===== src/rtl/bin_to_bcd_seq.sv =====
// Sequential double-dabble binary-to-BCD converter, one bit per clock.
// Optional leading-zero blanking output enabled by defining BCD_BLANK_EN.
module bin_to_bcd_seq #(
  parameter int BIN_W  = 15,
  parameter int DIGITS = 6
) (
  input  logic                  CLOCK_50,
  input  logic                  reset,
  input  logic                  start,
  input  logic [BIN_W-1:0]      bin_in,
  output logic                  busy,
  output logic                  done,
`ifdef BCD_BLANK_EN
  output logic [DIGITS-1:0]     blank,
`endif
  output logic [4*DIGITS-1:0]   bcd_out
);

  localparam int BW = 4 * DIGITS;
  localparam int CW = $clog2(BIN_W + 1);
  // digits needed ~ ceil(BIN_W * log10(2)), fixed-point approximation
  localparam int NEED = (BIN_W * 30103 + 99999) / 100000;

  if (DIGITS < NEED) begin : g_width_err
    $error("bin_to_bcd_seq: DIGITS too small for BIN_W");
  end

  typedef enum logic {
    S_IDLE,
    S_CONV
  } state_t;

  state_t          r_state;
  state_t          w_state_nxt;
  logic [BIN_W-1:0] r_bin;
  logic [BW-1:0]   r_scr;
  logic [BW-1:0]   w_adj;
  logic [BW-1:0]   w_scr_nxt;
  logic [CW-1:0]   r_cnt;
  logic            w_last;
  logic            r_done;
  logic [BW-1:0]   r_bcd;

  always_comb begin
    w_adj = r_scr;
    for (int d = 0; d < DIGITS; d++) begin
      if (r_scr[4*d +: 4] >= 4'd5)
        w_adj[4*d +: 4] = r_scr[4*d +: 4] + 4'd3;
    end
  end

  assign w_scr_nxt = BW'({w_adj, r_bin[BIN_W-1]});
  assign w_last    = (r_cnt == CW'(BIN_W - 1));

  always_comb begin
    w_state_nxt = r_state;
    unique case (r_state)
      S_IDLE: if (start)  w_state_nxt = S_CONV;
      S_CONV: if (w_last) w_state_nxt = S_IDLE;
      default:            w_state_nxt = S_IDLE;
    endcase
  end

  always_ff @(posedge CLOCK_50 or posedge reset) begin
    if (reset) begin
      r_state <= S_IDLE;
      r_bin   <= '0;
      r_scr   <= '0;
      r_cnt   <= '0;
      r_done  <= 1'b0;
      r_bcd   <= '0;
    end else begin
      r_state <= w_state_nxt;
      r_done  <= 1'b0;
      unique case (r_state)
        S_IDLE: begin
          if (start) begin
            r_bin <= bin_in;
            r_scr <= '0;
            r_cnt <= '0;
          end
        end
        S_CONV: begin
          r_bin <= {r_bin[BIN_W-2:0], 1'b0};
          r_scr <= w_scr_nxt;
          r_cnt <= r_cnt + CW'(1);
          if (w_last) begin
            r_bcd  <= w_scr_nxt;
            r_done <= 1'b1;
          end
        end
        default: ;
      endcase
    end
  end

  assign busy    = (r_state == S_CONV);
  assign done    = r_done;
  assign bcd_out = r_bcd;

`ifdef BCD_BLANK_EN
  logic [DIGITS-1:0] w_blank_nxt;
  logic              w_zero;
  logic [DIGITS-1:0] r_blank;

  // blank[0] stays 0 so a zero value still shows one digit
  always_comb begin
    w_blank_nxt = '0;
    w_zero      = 1'b1;
    for (int d = DIGITS - 1; d >= 1; d--) begin
      w_zero         = w_zero & (w_scr_nxt[4*d +: 4] == 4'd0);
      w_blank_nxt[d] = w_zero;
    end
  end

  always_ff @(posedge CLOCK_50 or posedge reset) begin
    if (reset)
      r_blank <= '0;
    else if (r_state == S_CONV && w_last)
      r_blank <= w_blank_nxt;
  end

  assign blank = r_blank;
`endif

endmodule


===== config.mk =====
export PLATFORM = sky130hd
export DESIGN_NAME = bin_to_bcd_seq
export DESIGN_NICKNAME = d
export VERILOG_FILES = /design/src/rtl/bin_to_bcd_seq.sv
export SDC_FILE = /design/constraint.sdc
export NUM_CORES = 1
export LEC_CHECK = 0
export CAP_MARGIN = 40
export CORE_MARGIN = 3
export CORE_UTILIZATION = 59
export CTS_CLUSTER_DIAMETER = 40
export CTS_CLUSTER_SIZE = 24
export DETAILED_ROUTE_END_ITERATION = 10
export PLACE_DENSITY = 0.85
export SYNTH_ARGS = -nofsm -noshare
export SYNTH_HDL_FRONTEND = slang
export SYNTH_SLANG_ARGS = --single-unit

===== constraint.sdc =====
create_clock -name CLOCK_50 -period 4 [get_ports CLOCK_50]
set_input_delay 0.4 -clock CLOCK_50 [delete_from_list [all_inputs] [get_ports CLOCK_50]]
set_output_delay 0.4 -clock CLOCK_50 [all_outputs]
set_load 0.05 [all_outputs]

==> flow_summary.ini, run 1 <==
[run_status]
status = finished clean

[yosys]
synth_flop_cell = dfrtp_1
synth_fp_nets = 357
yosysWarnings = 0
yosysUniqueCellTypes = 33
async_flop_share = 1.00
synth_edf_count = 0
ys_seq_area_frac = 0.529
syn_area_um2 = 3270
ys_ff_latch = 69
netlist_instances = 325
synth_area_per_cell_um2 = 10.1

[detailed_routing]
drc = 0
finalWirelength_mm = 6.60
vias = 2453
drt_iter0_drc = 199
dr.pass1.iters = 4
routedWlPerCell_um = 14.9
via_per_inst = 5.54
ant_nets = 0

[clock_tree]
holdBufCountCts = 0
cts_tree = built
cts_resized = 0
clock_latency_ns = 0.34
cts.reportedPaths.clkPinSlew_ns = 0.07
clock-sinks = 69
clockRootBuffer = clkbuf_8
cts_buffers = 9
cts_setup_buffers = 0
htreeDepth = 3
clock_path_buffers = 2

[timing]
worst_slack_ns = 1.53
max_clock_freq_mhz = 404
fin_crit_ns = 2.47
drv_slew = 0
final-setup-viol-count = 0
final.setup.tns_ns = 0
rsz0062_at_grt = false
max-slew-margin-rel = 0.530
timing.hold.ws_ns = 0.411
worst_pin_slew_ns = 0.706
hold_viol_final = 0
fin_skew_ns = 0.00927
finalCritPeriodShare = 0.619

[worst_setup_path]
crit_slowest_cell = clkdlybuf4s50_1
worstPathMaxFanout = 23
critPathKind = reg -> out
startpoint_type = flip-flop
end_kind = output pin
crit_family = buffers and inverters
worstReg2RegEnd = r_cnt[3]
r2r_start = busy
rrSetupSlack_ns = 1.99
critical_path.cell_chain = clkdlybuf4s50_1
cp_data_required_time_ns = 3.60
r2r_cells = 5
cpPeakStageDelay_ns = 0.94
cp.arrival_ns = 2.07
crit_buf_inv = 1

[grt]
grt_pass1_vias = 2447
grtUsageMet3 = 0.0415
grt.total_usage = 0.231
globalRouteMet2Util = 0.381
grt-busiest-layer = met2
use_met1 = 0.295
grt_max_degree = 42
grt_pass1_wl_mm = 11.3
antenna_found_initial = 0
grt.overflow.total = 0

[finish]
areaGrowthSynthToFinish_pct = 22.2
fillCellCount = 344
layout.cells.non_filler = 443
diodes = 0
regArea_um2 = 1730
fin_nets = 400
drive_gt1_frac = 0.0965
design_area_um2 = 3990
fin_util = 0.762
multi_input_area_um2 = 1400

[pwr]
p_leak_nw = 1.79
power_density_nw_per_um2 = 886
ir_drop_mv = 0.434
power_mw = 3.54

[die]
ioPinCount = 44
initial_core_util = 0.624
die_w_um = 80.4
die_area_um2 = 6470
rows = 26
core_area_um2 = 5240
dieHeight_um = 80.4

[placement]
placed_area_um2 = 3780
port_buffers = 43
gp_congestion = 0.826
hpwl_mm = 4.48
placed_cells = 427
place_worst_setup_slack_ns = 1.80

[flow_run]
drv_cap = 0

[min_path]
hp-class = in -> async
[metal layers]
layer / up-vias / wire, µm
li1: 1205 / -
met4: 0 / 148
met1: 1167 / 2860
met3: 16 / 261
met5: - / 0
met2: 65 / 3320
[cell usage after synthesis (2+ instances only)]
cell type / instances / area (µm²)
nand2b_1: 5 / 31.3
o21ai_0: 46 / 230
inv_1: 15 / 56.3
o22ai_1: 16 / 100
mux2i_1: 16 / 160
xnor2_1: 6 / 52.6
mux2_2: 4 / 45.0
a21oi_1: 14 / 70.1
ha_1: 14 / 175
buf_2: 8 / 40.0
o21ai_1: 3 / 15.0
nor3_1: 5 / 25.0
dfrtp_1: 69 / 1730
nand3_1: 3 / 15.0
a21oi_2: 2 / 17.5
nor2_1: 4 / 15.0
clkbuf_1: 6 / 22.5
nor3b_1: 11 / 82.6
nand2_1: 61 / 229
buf_1: 2 / 7.51
mux2_4: 3 / 45.0
[flip-flops by register name, indices dropped and copies added, names as in the netlist]
name / cells
done: 1
bcd_out: 24
r_bin: 15
r_scr: 24
busy: 1
r_cnt: 4
[report_power, final]
group	switching, mW	internal [mW]	total (mW)
Clock	0.256	0.338	0.595
Combinational	1.01	0.684	1.69
Sequential	0.253	0.995	1.25
[how the worst max path moves through the flow]
stage / start / to / slack (ns) / cells after the start
6_report: busy / busy / 1.53 / 1
5_1_grt: busy / busy / 1.39 / 1
4_1_cts: busy / busy / 1.52 / 1
3_5_place_dp: start / r_bin[5] / 1.80 / 4
3_3_place_gp: start / r_bin[1] / 1.88 / 4
2_1_floorplan: reset / bcd_out[0] / 1.86 / 1
[kinds of logic (layout without fill, tap and decap cells)]
| logic type | after synthesis | after routing | share of synthesized area |
|---|---|---|---|
| AND/OR/NAND/NOR | 92 | 92 | 0.130 |
| AO/OA/AOI/OAI | 87 | 87 | 0.149 |
| flip-flops | 69 | 69 | 0.529 |
| buffers and inverters | 33 | 81 | 0.0421 |
| multiplexers | 24 | 24 | 0.0800 |
| adder cells (fa/ha/maj) | 14 | 14 | 0.0536 |
| XOR/XNOR | 6 | 6 | 0.0161 |
[final cells by class]
| type | instances | area share |
|---|---|---|
| multi-input combinational | 223 | 0.351 |
| timing repair buffer | 49 | 0.126 |
| inverter | 16 | 0.0150 |
| sequential | 69 | 0.433 |
| clock inverter | 3 | 0.0107 |
| clock buffer | 13 | 0.0423 |
| tap | 70 | 0.0219 |
[cell usage in the layout (no fill, tap or decap), drive strengths merged]
master | Yosys | final
mux2 | 8 | 8
o31ai | 1 | 1
nor3 | 5 | 5
nand2 | 61 | 61
clkinvlp | 0 | 1
a22o | 1 | 1
nand2b | 6 | 6
o21ai | 49 | 49
ha | 14 | 14
clkbuf | 6 | 13
bufinv | 0 | 1
a21o | 2 | 2
buf | 11 | 6
clkdlybuf4s50 | 0 | 43
nand4 | 2 | 2
nor2 | 4 | 4
o22ai | 16 | 16
clkinv | 0 | 1
dfrtp | 69 | 69
mux2i | 16 | 16
inv | 16 | 16
nor3b | 11 | 11
xnor2 | 6 | 6
a21oi | 17 | 17
a31oi | 1 | 1
nand3 | 3 | 3
(Power assumes the default switching activity.)
==> run 2, diff against run 1 <==
CORE_UTILIZATION = 49   (was 59)
PLACE_DENSITY = 0.75   (was 0.85)
clock period = 2.2 ns   (was 4 ns; I/O delays follow)
==> run 2 against run 1 <==
  * Count of clock-buffer cells in the layout did not move
  * Die area rose by 19%
  * Global-route usage fell by 5.1 points
  * Largest cell class unchanged
==> flow_summary.ini, run 2 (synthesis gave the netlist of run 1 again) <==
[placement]
gp_congestion = 0.767
placed_cells = 439
placed_area_um2 = 3850
hpwl_mm = 4.35
port_buffers = 43

[pwr]
power_switching_mw = 2.69
p_leak_nw = 1.83
p_seq_frac = 0.352
power_density_nw_per_um2 = 1570
intPower_mw = 3.66
pwr-share-comb = 0.482
swShare = 0.424
pwr-share-clk = 0.166
ir_drop_mv = 0.759

[die]
core_area_um2 = 6420
ioPinCount = 44
dieHeight_um = 87.7
rows = 29
initial_core_util = 0.509
die_w_um = 87.7
die_area_um2 = 7680

[timing]
fin_skew_ns = 0.0137
finalCritPeriodShare = 0.788
max_clock_freq_mhz = 577
final-setup-viol-count = 0
worst_pin_slew_ns = 0.518
max-slew-margin-rel = 0.653
fin_crit_ns = 1.73
rsz0062_at_grt = false
final.setup.tns_ns = 0
drv_slew = 0
hold_viol_final = 0
timing.hold.ws_ns = 0.218

[grt]
grt_pass1_vias = 2329
grt.total_usage = 0.180
grt_pass1_wl_mm = 10.8
grt_max_degree = 28
antenna_found_initial = 0
grt.overflow.total = 0

[detailed_routing]
routedWlPerCell_um = 13.7
ant_nets = 0
dr.pass1.iters = 4
via_per_inst = 5.37
drt_iter0_drc = 165
drc = 0
vias = 2445
finalWirelength_mm = 6.24

[worst_setup_path]
worstPathMaxFanout = 2
r2r_start = r_scr[12]
cpPeakStageDelay_ns = 0.81
rrSetupSlack_ns = 0.51
crit_slowest_cell = clkdlybuf4s50_1
end_kind = output pin
cp_data_required_time_ns = 1.98
crit_buf_inv = 1
cp.arrival_ns = 1.51
critical_path.cell_chain = clkdlybuf4s50_1
worstReg2RegEnd = r_scr[14]
startpoint_type = flip-flop
crit_family = buffers and inverters
critPathKind = reg -> out
r2r_cells = 6

[min_path]
hp-class = in -> async

[clock_tree]
cts_buffers = 9
holdBufCountCts = 0
clock_latency_ns = 0.34
clockRootBuffer = clkbuf_8
htreeDepth = 3
clock_path_buffers = 2
cts_resized = 0
cts.reportedPaths.clkPinSlew_ns = 0.08
cts_tree = built
cts_setup_buffers = 0
clock-sinks = 69

[finish]
layout.cells.non_filler = 455
diodes = 0
drive_gt1_frac = 0.108
multi_input_area_um2 = 1400
final_cell_mix = dfrtp_1 (69), nand2_1 (61), o21ai_0 (46), clkdlybuf4s50_1 (42)
regArea_um2 = 1730
fin_nets = 405
design_area_um2 = 4050
fillCellCount = 542
final_common_cell = dfrtp_1
areaGrowthSynthToFinish_pct = 23.9

[flow_run]
drv_cap = 0

[run_status]
status = finished clean
## run 2: per-layer routing
layer | part of all wire | global-route usage | vias up | wire (µm)
met5 | 0 | 0 | - | 0
met4 | 0.015 | 0.0697 | 0 | 93
met3 | 0.027 | 0.0357 | 8 | 170
met2 | 0.48 | 0.292 | 37 | 3000
met1 | 0.48 | 0.238 | 1185 | 2970
li1 | - | - | 1215 | -
## run 2: stage by stage
step	utilization	setup slack (ns)	total power, mW
after floorplan	-	0.240	4.45
after global placement	0.599	0.612	5.21
after detailed placement	0.599	0.548	5.33
after CTS	0.630	0.444	6.40
after global routing	0.630	0.363	6.82
final	0.630	0.467	6.35
## run 2: area by class of cell
class / count / share of cell area
inverter: 16 / 0.0148
timing repair buffer: 54 / 0.138
multi-input combinational: 223 / 0.346
clock inverter: 3 / 0.0108
clock buffer: 13 / 0.0392
sequential: 69 / 0.426
tap: 77 / 0.0238
## run 2: power groups by stage
stage	logic [mW]	registers [mW]	clock network [mW]
after floorplan	1.62	2.83	0
after global placement	2.98	2.22	0
after detailed placement	3.09	2.25	0
after CTS	3.09	2.23	1.07
after global routing	3.38	2.31	1.13
final	3.06	2.23	1.05
## run 2: worst max-delay path by stage
stage,startpoint,cells after the start,endpoint
floorplan,reset,1,bcd_out[0]
global placement,start,4,r_scr[5]
detailed placement,r_scr[5],6,r_scr[6]
CTS,bcd_out[1],1,bcd_out[1]
global route,r_scr[12],6,r_scr[14]
finish,bcd_out[1],1,bcd_out[1]
